$ cat src/rtl/arm_mem_responder_pkg.sv
// Shared definitions for the word-addressed memory responder: FSM state
// encodings, the value returned on a faulted access and the wait counter width.
package arm_mem_responder_pkg;

  typedef enum logic [0:0] {
    MS_IDLE = 1'b0,
    MS_WAIT = 1'b1
  } ms_state_t;

  localparam logic [31:0] FAULT_RDATA = 32'h0000_0000;
  localparam int          CNT_W       = 4;

endpackage

$ cat src/rtl/arm_mem_responder_word_ram.sv
// 2^DEPTH_LOG2 x 32 word array. Two write ports (A has priority over B when
// both hit the same word) and one registered read port that returns the
// contents as they were before the edge on which the read is sampled.
module word_ram #(
  parameter int DEPTH_LOG2 = 5
) (
  input  logic                  clk,
  input  logic                  we_a,
  input  logic [DEPTH_LOG2-1:0] addr_a,
  input  logic [31:0]           data_a,
  input  logic                  we_b,
  input  logic [DEPTH_LOG2-1:0] addr_b,
  input  logic [31:0]           data_b,
  input  logic                  rd_en,
  input  logic [DEPTH_LOG2-1:0] rd_addr,
  output logic [31:0]           rd_data
);

  logic [31:0] mem [2**DEPTH_LOG2];

  // Port B first so a same-word port A write lands last and wins.
  always_ff @(posedge clk) begin
    if (we_b) mem[addr_b] <= data_b;
    if (we_a) mem[addr_a] <= data_a;
  end

  // Registered read; holds its value until the next enabled read.
  always_ff @(posedge clk) begin
    if (rd_en) rd_data <= mem[rd_addr];
  end

endmodule

$ cat src/rtl/arm_mem_responder.sv
// Memory responder at the far end of the core bus. Accepts one request at a
// time, waits WAIT_STATES cycles, then commits the access and pulses ack
// (with abort on misaligned or out-of-range addresses). A preload port lets
// the bench write instruction images at any time.
module arm_mem_responder
  import arm_mem_responder_pkg::*;
#(
  parameter int          DEPTH_LOG2  = 5,
  parameter int          WAIT_STATES = 2,
  parameter logic [31:0] BASE_ADDR   = 32'h0
) (
  input  logic                  clk1,
  input  logic                  rst,
  input  logic                  mreq,
  input  logic [31:0]           addr,
  input  logic                  w,
  input  logic [31:0]           wdata,
  output logic [31:0]           rdata,
  output logic                  ack,
  output logic                  abort,
  output logic                  busy,
  input  logic                  ld_en,
  input  logic [DEPTH_LOG2-1:0] ld_addr,
  input  logic [31:0]           ld_data
);

  ms_state_t        state, state_nxt;
  logic [CNT_W-1:0] cnt, cnt_nxt;
  logic             accept, commit;

  logic [31:0]      addr_p0, wdata_p0;
  logic             w_p0;

  logic [31:0]      word_p0;
  logic             fault_p0;
  logic             ram_we, ram_re;
  logic [31:0]      ram_q;

  logic             sel_ram;
  logic [31:0]      rdata_hold;

  // Word index relative to BASE_ADDR; anything above the array or not word
  // aligned is a fault and never touches the array.
  always_comb begin
    word_p0  = (addr_p0 - BASE_ADDR) >> 2;
    fault_p0 = (addr_p0[1:0] != 2'b00) || (|word_p0[31:DEPTH_LOG2]);
  end

  // Next-state logic: accept in IDLE, count down in WAIT, commit when cnt hits 0.
  always_comb begin
    state_nxt = state;
    cnt_nxt   = cnt;
    accept    = 1'b0;
    commit    = 1'b0;
    case (state)
      MS_IDLE: begin
        if (mreq) begin
          accept    = 1'b1;
          state_nxt = MS_WAIT;
          cnt_nxt   = CNT_W'(WAIT_STATES);
        end
      end
      MS_WAIT: begin
        if (cnt != '0) begin
          cnt_nxt = cnt - 1'b1;
        end else begin
          commit    = 1'b1;
          state_nxt = MS_IDLE;
        end
      end
      default: state_nxt = MS_IDLE;
    endcase
  end

  // State, counter and registered response outputs.
  always_ff @(posedge clk1) begin
    if (rst) begin
      state      <= MS_IDLE;
      cnt        <= '0;
      busy       <= 1'b0;
      ack        <= 1'b0;
      abort      <= 1'b0;
      sel_ram    <= 1'b0;
      rdata_hold <= '0;
    end else begin
      state <= state_nxt;
      cnt   <= cnt_nxt;
      busy  <= (state_nxt == MS_WAIT);
      ack   <= commit;
      abort <= commit && fault_p0;
      if (commit) begin
        sel_ram    <= !w_p0 && !fault_p0;
        rdata_hold <= fault_p0 ? FAULT_RDATA : wdata_p0;
      end
    end
  end

  // Request capture; data only, so no reset.
  always_ff @(posedge clk1) begin
    if (accept) begin
      addr_p0  <= addr;
      w_p0     <= w;
      wdata_p0 <= wdata;
    end
  end

  // A reset on the commit edge suppresses the access entirely.
  always_comb begin
    ram_we = commit && w_p0 && !fault_p0 && !rst;
    ram_re = commit && !w_p0 && !fault_p0 && !rst;
  end

  word_ram #(
    .DEPTH_LOG2(DEPTH_LOG2)
  ) u_ram (
    .clk    (clk1),
    .we_a   (ram_we),
    .addr_a (word_p0[DEPTH_LOG2-1:0]),
    .data_a (wdata_p0),
    .we_b   (ld_en),
    .addr_b (ld_addr),
    .data_b (ld_data),
    .rd_en  (ram_re),
    .rd_addr(word_p0[DEPTH_LOG2-1:0]),
    .rd_data(ram_q)
  );

  // Both sources are registers, so rdata stays free of input-to-output paths.
  assign rdata = sel_ram ? ram_q : rdata_hold;

endmodule

$ cat config.mk
export PLATFORM = sky130hd
export DESIGN_NAME = arm_mem_responder
export DESIGN_NICKNAME = d
export VERILOG_FILES = /design/src/rtl/arm_mem_responder_pkg.sv /design/src/rtl/arm_mem_responder_word_ram.sv /design/src/rtl/arm_mem_responder.sv
export SDC_FILE = /design/constraint.sdc
export NUM_CORES = 2
export LEC_CHECK = 0
export CORE_MARGIN = 2
export CORE_UTILIZATION = 35
export DETAILED_ROUTE_END_ITERATION = 6
export GPL_TIMING_DRIVEN = 1
export PLACE_DENSITY = 0.55
export SYNTH_ARGS = -nofsm -noshare
export SYNTH_HDL_FRONTEND = slang
export SYNTH_HIERARCHICAL = 1
export SYNTH_SLANG_ARGS = --single-unit
export TNS_END_PERCENT = 100
$ cat constraint.sdc
create_clock -name clk1 -period 4.95 [get_ports clk1]
set_input_delay 0.7425 -clock clk1 [delete_from_list [all_inputs] [get_ports clk1]]
set_output_delay 0.7425 -clock clk1 [all_outputs]
set_load 0.05 [all_outputs]
==> reports/metrics.csv <==
stage,metric,value,unit
die,Die X,410,um
yosys,register bit total from synthesis,1161,
cts,Sink Count,1161,
routing,DRT iter0 DRCs,2821,
finish,fin util,40.9,%
critical_path,Startpoint Class,register,
cts,CTS H-tree lvls,4,
yosys,"EDFF count, synth",1121,
placed_design,Placed Cells incl. Taps,5930,
routing,Remaining DRCs,0,
timing,setup TNS,0,ps
critical_path,CP endpoint kind,output port,
job,max-cap violations,0,
timing,final setup fails,0,
yosys,Yosys warning count,6,
timing,hold violation total from the final report,0,
critical_path,CP Data Arrival Time,3330,ps
timing,RSZ-0062 raised after global routing,no,
grt,number of global-route vias before repair,34800,
routing,post-DR vias/cell,5.58,
die,core area,163000,um2
timing,Slew @ Worst Pin,1390,ps
die,Die Height,410,um
finish,post-layout net count,4000,
finish,layout cells sized above 1,35.6,%
routing,drt total wl,182,mm
pwr,Sw Pwr,5.30,mW
cts,CTS resizes,0,
yosys,Synth area leaders,"edfxtp_1 (58%), mux2_2 (18%), mux2i_1 (8.9%), mux2_1 (2.8%), clkbuf_1 (1.6%)",
critical_path,CP Max Fanout,15,
grt,initial antenna violation count,13,
placed_design,Area after DPL,62200,um2
routing,via count,34500,
finish,design area,66700,um2
routing,routed length per instance,29.4,um
cts,Post-CTS Setup Inserts,0,
critical_path,CP Launch Point,sel_ram,
cts,clock latency on the worst-skew pair,780,ps
pwr,register share of total power,48.0,%
yosys,Post-Synthesis Cells,3851,
worst_hold_path,Hold Crit Class,reg2reg,
yosys,post-synth top area cell,edfxtp_1,
die,Rows,148,
yosys,Syn Std Cell Area,57600,um2
pwr,pwr/cell area,345,nW/um2
pwr,leakage power,22.9,nW
timing,final hold slack,470,ps
cts,TritonCTS buffer count,136,
cts,CTS tree,built,
placed_design,gpl congestion,0.785,
routing,Detail Route Antenna Nets,0,
placed_design,Place WS,433,ps
pwr,clock share of power,44.1,%
die,I/O pin total,141,
finish,Area Growth Syn to Fin,15.7,%
finish,non-filler instance count after layout,6182,
die,Starting Density,35.3,%
timing,Final Cycle Share,82.2,%
placed_design,sum of net half-perimeters after detailed placement,106,mm
timing,slew margin rel.,7.09,%
pwr,combinational group share of total power,7.9,%
yosys,ys async rst share,0,%
status,outcome,finished clean,
yosys,post-synthesis sequential area ratio,59.8,%
timing,final worst slack,880,ps
yosys,Syn Area/Cell,15.0,um2
yosys,post-synth top area share,58.4,%
cts,Max clock buf depth,3,
pwr,Worst VDD drop,0.000334,V
grt,first-pass GRT wire length,259,mm
die,Die Area,168000,um2
routing,DR pass1 iterations,5,
cts,number of hold buffers added after CTS,0,
grt,GRT Util Overall,21.3,%
pwr,total power,23.0,mW
timing,clk_skew,29.4,ps
critical_path,r2r startpoint,addr_p0[10],
grt,largest net degree at the start of global routing,107,
yosys,Mapped Nets,3958,
cts,Root Buffer,clkbuf_16,
placed_design,Port-buffer cells,140,
critical_path,Crit Path Class,reg2out,
timing,Max Freq,246,MHz
cts,"Reg clk slew, reported paths",60,ps
finish,"commonest non-fill, non-tap cell in the layout",edfxtp_1,
finish,most frequent cells in the layout,"edfxtp_1 (1,121), mux2_2 (913), mux2i_1 (512), buf_4 (169), mux2_1 (143)",
finish,Fillers,15000,
pwr,Sw Share,23.0,%
worst_hold_path,hold_sp,rdata_hold[22],
critical_path,CP Data Required Time,4210,ps
yosys,top_reg_cell synth,edfxtp_1,
grt,grt ovf,0,
yosys,Netlist cell types,52,
pwr,internal power,17.7,mW
timing,final slew viol count,0,
timing,min Tclk post-route,4070,ps
## synthesized netlist by cell type, types with 3 or more instances
cell type  instances
and2_1             4
dfxtp_1           40
nor2_4             5
nor3b_2            4
mux2_2           913
nand3b_1           6
nor2b_1            5
nor2_2             9
buf_2            136
buf_1             13
buf_6              3
mux2i_1          512
or3b_2             3
a31oi_1           32
o22ai_1           16
a21oi_1           99
buf_4             29
clkbuf_1         253
mux2_1           143
nor2_1             8
a22o_2            24
nor4_1             6
nand3_1           99
nand3b_2           3
nand2_1          116
a22o_1            73
inv_1              4
o21ai_0           18
a22oi_1           96
edfxtp_1        1121
nor3_1            33
## power by group through the flow
stage	Sequential, mW	Clock (mW)	Combinational (mW)
CTS	11.0	10.4	1.82
finish	11.0	10.2	1.81
detailed placement	11.2	0	1.81
global placement	11.2	0	1.79
global route	11.1	10.8	1.94
floorplan	11.2	0	1.15
## registers in the layout (all words and copies together) (netlist names), 4 cells and up
name           cells
cnt                4
rdata_hold        32
addr_p0           32
u_ram/rd_data     32
u_ram/mem       1024
wdata_p0          32
## final timing paths
check / cells after the start / slack [ps] / end
setup reg to reg: 8 / 980 / u_ram/mem[20][0]
setup / recovery: 3 / 880 / rdata[31]
hold / removal: 1 / 470 / rdata_hold[22]
hold reg to reg: 1 / 470 / rdata_hold[22]
## per-layer routing
| metal | global-route usage (%) | wire (um) |
|---|---|---|
| met5 | 0 | 13 |
| met3 | 3.85 | 10700 |
| met1 | 29.6 | 81300 |
| met2 | 34.0 | 84900 |
| met4 | 6.27 | 4690 |
## logic make-up (layout without fill, tap and decap cells)
logic type                 count (synthesis)  in the layout  synth area share (%)
muxes                                   1568           1568                  29.5
DFF                                     1161           1161                  59.8
adders and majority gates                  1              1                0.0217
buffers and inverters                    439            590                  3.39
and+or+nand+nor                          320            320                  2.87
other                                      0              5                     0
AOI/OAI and AO/OA                        362            362                  4.37
## worst max-delay path, stage by stage (launching register included)
cell and delay, ps:
dfxtp_2 850, buf_4 490, mux2_2 470, clkdlybuf4s50_1 730
## final cells by class
type                            instances  area, um2  share of cell area [%]
Timing Repair Buffer                  339       3250                    4.88
Antenna cell                            5       12.5                  0.0188
Inverter                                4       15.0                  0.0225
Sequential cell                      1161      34500                    51.7
Clock inverter                         61        664                   0.996
Clock buffer                          186       3800                    5.70
Tap cell                             2175       2720                    4.08
Multi-Input combinational cell       2251      21700                    32.6
Note: power is estimated with default switching activity, not from simulation.
